$ cat src/rtl/hex_display_sequencer.sv
// Avalon-MM write master that decodes a packed hex value and writes it, one digit at a time, to HEXn 7-segment PIO slaves.
// Optional build macro HEX_SEQ_LEADING_ZERO_BLANK_EN blanks zero digits above the highest non-zero digit.
module hex_display_sequencer #(
    parameter int DIGITS     = 6,
    parameter int GAP_CYCLES = 0
) (
    input  logic                  clk,
    input  logic                  reset,
    input  logic                  start,
    input  logic [4*DIGITS-1:0]   value,
    output logic [DIGITS-1:0]     chipselect,
    output logic [1:0]            address,
    output logic                  write_n,
    output logic [6:0]            writedata,
    output logic                  busy,
    output logic                  done
);

    localparam int DW = (DIGITS > 1) ? $clog2(DIGITS) : 1;
    localparam logic [DW-1:0] LAST_DIGIT = DW'(DIGITS - 1);
    localparam logic [7:0]    GAP_LAST   = 8'(GAP_CYCLES - 1);

    typedef enum logic [2:0] {
        IDLE,
        SETUP,
        WRITE,
        GAP,
        DONE
    } state_t;

    state_t              r_state;
    logic [4*DIGITS-1:0] r_shadow;
    logic [4*DIGITS-1:0] r_pendValue;
    logic                r_pending;
    logic [DW-1:0]       r_digit;
    logic [7:0]          r_gapCount;
    logic [DIGITS-1:0]   r_chipselect;
    logic                r_writeN;
    logic [6:0]          r_writedata;
    logic                r_busy;
    logic                r_done;

    logic [3:0]          w_nibble;
    logic [DIGITS-1:0]   w_blankMask;
    logic                w_blank;
    logic [6:0]          w_segments;

    function automatic logic [6:0] decodeHex(input logic [3:0] nibble);
        case (nibble)
            4'h0: return 7'h40;
            4'h1: return 7'h79;
            4'h2: return 7'h24;
            4'h3: return 7'h30;
            4'h4: return 7'h19;
            4'h5: return 7'h12;
            4'h6: return 7'h02;
            4'h7: return 7'h78;
            4'h8: return 7'h00;
            4'h9: return 7'h10;
            4'hA: return 7'h08;
            4'hB: return 7'h03;
            4'hC: return 7'h46;
            4'hD: return 7'h21;
            4'hE: return 7'h06;
            default: return 7'h0E;
        endcase
    endfunction

    assign w_nibble = 4'(r_shadow >> {r_digit, 2'b00});

`ifdef HEX_SEQ_LEADING_ZERO_BLANK_EN
    // Scan from the top digit down; a digit is blank while nothing non-zero has been seen yet. HEX0 is never blanked.
    always_comb begin
        logic seenNonZero;
        seenNonZero = 1'b0;
        w_blankMask = '0;
        for (int i = DIGITS - 1; i > 0; i--) begin
            if (r_shadow[4*i +: 4] != 4'h0) begin
                seenNonZero = 1'b1;
            end
            w_blankMask[i] = !seenNonZero;
        end
    end
`else
    assign w_blankMask = '0;
`endif

    assign w_blank    = 1'(w_blankMask >> r_digit);
    assign w_segments = w_blank ? 7'h7F : decodeHex(w_nibble);

    // Strobe and chipselect default to inactive every cycle, so only the SETUP->WRITE edge raises them for one cycle.
    always_ff @(posedge clk or posedge reset) begin
        if (reset) begin
            r_state      <= IDLE;
            r_shadow     <= '0;
            r_pendValue  <= '0;
            r_pending    <= 1'b0;
            r_digit      <= '0;
            r_gapCount   <= '0;
            r_chipselect <= '0;
            r_writeN     <= 1'b1;
            r_writedata  <= 7'h7F;
            r_busy       <= 1'b0;
            r_done       <= 1'b0;
        end else begin
            r_done       <= 1'b0;
            r_chipselect <= '0;
            r_writeN     <= 1'b1;

            if (start && (r_state == SETUP || r_state == WRITE || r_state == GAP)) begin
                r_pending   <= 1'b1;
                r_pendValue <= value;
            end

            case (r_state)
                IDLE: begin
                    if (start) begin
                        r_shadow <= value;
                        r_digit  <= '0;
                        r_busy   <= 1'b1;
                        r_state  <= SETUP;
                    end
                end
                SETUP: begin
                    r_writedata  <= w_segments;
                    r_chipselect <= DIGITS'(1) << r_digit;
                    r_writeN     <= 1'b0;
                    r_state      <= WRITE;
                end
                WRITE: begin
                    if (r_digit == LAST_DIGIT) begin
                        r_done  <= 1'b1;
                        r_state <= DONE;
                    end else begin
                        r_digit <= r_digit + 1'b1;
                        if (GAP_CYCLES > 0) begin
                            r_gapCount <= '0;
                            r_state    <= GAP;
                        end else begin
                            r_state <= SETUP;
                        end
                    end
                end
                GAP: begin
                    if (r_gapCount == GAP_LAST) begin
                        r_state <= SETUP;
                    end else begin
                        r_gapCount <= r_gapCount + 1'b1;
                    end
                end
                DONE: begin
                    // A start in this very cycle is newer than any stored request, so it wins.
                    if (start || r_pending) begin
                        r_shadow  <= start ? value : r_pendValue;
                        r_pending <= 1'b0;
                        r_digit   <= '0;
                        r_state   <= SETUP;
                    end else begin
                        r_busy  <= 1'b0;
                        r_state <= IDLE;
                    end
                end
                default: r_state <= IDLE;
            endcase
        end
    end

    assign chipselect = r_chipselect;
    assign address    = 2'd0;
    assign write_n    = r_writeN;
    assign writedata  = r_writedata;
    assign busy       = r_busy;
    assign done       = r_done;

endmodule

$ cat config.mk
export PLATFORM = sky130hd
export DESIGN_NAME = hex_display_sequencer
export DESIGN_NICKNAME = d
export VERILOG_FILES = /design/src/rtl/hex_display_sequencer.sv
export SDC_FILE = /design/constraint.sdc
export NUM_CORES = 1
export LEC_CHECK = 0
export BUFFER_PORTS_ARGS = -buffer_cell sky130_fd_sc_hd__buf_2
export CAP_MARGIN = 20
export CORE_MARGIN = 4
export CORE_UTILIZATION = 45
export DETAILED_ROUTE_END_ITERATION = 7
export PLACE_DENSITY_LB_ADDON = 0.25
export SLEW_MARGIN = 5
export SYNTH_ARGS = -nofsm -noshare
export SYNTH_HDL_FRONTEND = slang
export SYNTH_SLANG_ARGS = --single-unit
$ cat constraint.sdc
create_clock -name clk -period 3.25 [get_ports clk]
set_input_delay 0.1625 -clock clk [delete_from_list [all_inputs] [get_ports clk]]
set_output_delay 0.1625 -clock clk [all_outputs]
set_load 0.01 [all_outputs]
==> qor.csv <==
metric,value,unit
run status,"complete, no violations",
antenna cell count,0,
critical path arrival,2660,ps
number of global-route vias before repair,2458,
number of maximum-capacitance violations,0,
area occupied by registers,1987,µm²
"Cell Area, Synth",3924,µm²
YS warnings,0,
share of synthesized area occupied by flip-flops and latches,50.64,%
clock-pin slew on the worst setup and hold paths,90,ps
Post-Route Setup TNS,0,ps
GRT overflow,0,
number of port buffers,42,
maximum buffer depth of the clock tree,2,
leading post-synthesis cells by cell area,"dfrtp_1, mux2_1, mux2i_1, dfstp_2, a21oi_1",
Worst Setup End Kind,register,
Mean Syn Cell Area,11.64,µm²
worst hold path stage count,2,
number of distinct library cells after synthesis,53,
register bit count reported by yosys,79,
total die area,10280,µm²
worst setup path category,reg2reg,
vertical extent of the die,101.4,µm
Setup Buffers After CTS,0,
classification of the worst-slack hold path,in2reg,
number of antenna-violating nets in the routed design,0,
antenna violations before repair,0,
minimum clock period after layout,2407,ps
Final Wtd Congestion,0.8587,
data required time of the worst path,3510,ps
layout filler cell count,769,
post-synthesis cell type with the largest combined area,dfrtp_1,
first-pass GRT wire length,11.72,mm
Final Skew,12.96,ps
CTS Hold Buffers Added,1,
average wire length per cell after detail routing,14.05,µm
vias,2558,
clock latency on the worst-skew pair,350,ps
first drt pass iteration count,4,
number of top-level pins,45,
Util after Layout,52.60,%
effective utilization at floorplan,47.04,%
root buffer cell,clkbuf_8,
Max Fclk,415.4,MHz
"Gates resized, CTS repair",0,
Final Hold Fails,0,
total wire length after detailed routing,6.841,mm
multi-input combinational cell area,1772,µm²
"Period Utilization, post-route",74.08,%
Die Span X,101.4,µm
crit path max fanout,14,
number of violations reported at the end of detailed-routing iteration 0,86,
post-route cell area,4387,µm²
number of buffers created by CTS,9,
Sink Count,79,
combined global-route utilization of all metal layers,14.53,%
fraction of final layout cells with drive strength greater than 1,24.35,%
Worst Max-Slew Pin Slew,800.4,ps
final layout net count,417,
area growth from synthesis to layout,11.80,%
final setup violation count,0,
worst-case headroom to the max-slew limit,46.56,%
Final Max Tran Viols,0,
largest net degree at the start of global routing,50,
half-perimeter wire length after placement,4.864,mm
TritonCTS clock tree,done,
number of cells on the worst reg-to-reg path,9,
Max IR drop VDD,0.3687,mV
core area,8341,µm²
top-area cell type share of the netlist area,45.28,%
unrepaired setup endpoints after global routing,no,
Placement Rows,33,
Pwr per Cell Area,447.5,nW/µm²
startpoint type of the worst setup path,register,
synthesized netlist cell count,337,
DRC Markers,0,
placed cell areas,4214,µm²
static leakage,1.965,nW
CTS HTree Levels,3,
Overall Power,0.001963,W
mean number of vias per cell,5.253,
-- cell usage in the layout (no fill, tap or decap), types with 8 or more instances in the layout --
master and n:
nor2_1 38, ha_1 12, mux2i_1 28, dfrtp_1 71
mux2_1 26, a21oi_1 32, buf_2 42, clkbuf_8 9
inv_1 9, o21ai_0 8, dfstp_2 8
-- area by class of cell --
type / count / share of cell area [%]
sequential: 79 / 45.29
multi-input combinational: 226 / 40.39
timing repair buffer: 51 / 6.674
tap: 105 / 2.995
clock buffer: 10 / 2.909
inverter: 11 / 0.9412
clock inverter: 5 / 0.7986
-- synthesized netlist by cell type (all sizes together) --
library cell  count
nor2b             2
o211ai            3
dfrtp            71
conb              1
ha               12
mux4              4
and3              7
a221o             2
or2               2
nand4             3
a31oi             1
mux2i            28
nand2             7
a222oi            1
nor2             41
mux2             33
nand2b            1
and4              2
a22o              2
inv              11
xnor2             4
buf              15
a32oi             2
a2bb2oi           1
o21ai            10
clkbuf            7
and2              3
a41oi             1
a22oi             3
a21oi            32
nand3             2
o2111a            2
nor3b             3
o21bai            1
nand3b            1
dfstp             8
or3               1
a211oi            3
xor2              3
o31ai             1
-- worst paths after layout --
path / end / startpoint / slack (ps)
max: writedata[3]$_DFFE_PP1P_ / r_digit[0]$_DFFE_PP0P_ / 840
min reg2reg: r_gapCount[5]$_DFFE_PP0P_ / r_gapCount[5]$_DFFE_PP0P_ / 480
max in group asynchronous: r_shadow[19]$_DFFE_PP0P_ / reset / 2050
min in group asynchronous: r_pendValue[3]$_DFFE_PP0P_ / reset / 510
max reg2reg: writedata[3]$_DFFE_PP1P_ / r_digit[0]$_DFFE_PP0P_ / 840
min: r_pendValue[13]$_DFFE_PP0P_ / value[13] / 30
-- where the power goes --
group	total [W]	switching [W]	internal, W	leakage [nW]
clock	0.000624	0.000350	0.000274	0.0825
combinational	0.000230	0.000122	0.000108	0.926
sequential	0.00111	0.0000401	0.00107	0.956
total	0.00196	0.000512	0.00145	1.96
-- worst max-delay path, stage by stage (launching register included) --
cell and delay, ps:
dfrtp_1 360, buf_4 230, mux2_2 380, a22o_1 310, inv_1 130, ha_1 230
inv_1 60, a221o_1 280, o2111a_1 140, a211oi_1 210
-- registers in the layout, indices dropped and copies added, names as in the netlist --
| signal | count |
|---|---|
| r_state | 3 |
| r_gapCount | 8 |
| done | 1 |
| write_n | 1 |
| r_pendValue | 24 |
| busy | 1 |
| r_shadow | 24 |
| chipselect | 6 |
| r_digit | 3 |
| writedata | 7 |
| r_pending | 1 |
-- metrics by stage --
stage,setup WS [ps],hold slack (ps),std cells
floorplan,940.7,297.2,338
global route,633.9,30.91,487
global placement,936.8,366.9,471
CTS,839.0,17.10,487
detailed placement,862.3,373.9,471
finish,842.5,33.80,487
-- kinds of logic after synthesis --
family / Yosys count / synth area share [%]
compound gates: 65 / 10.75
xor+xnor: 7 / 1.563
fa+ha+maj: 12 / 3.826
buf+inv: 33 / 4.560
flops: 79 / 50.64
mux: 65 / 19.29
other cells: 1 / 0.09557
simple gates: 75 / 9.280
-- metal layers --
metal	part of all wire (%)	wire, µm	track usage, %
met4	1.7	117	5.521
met2	45	3054	21.58
met3	4.4	299	3.581
met5	0	0	0
met1	49	3370	20.56
(Power assumes the default switching activity.)
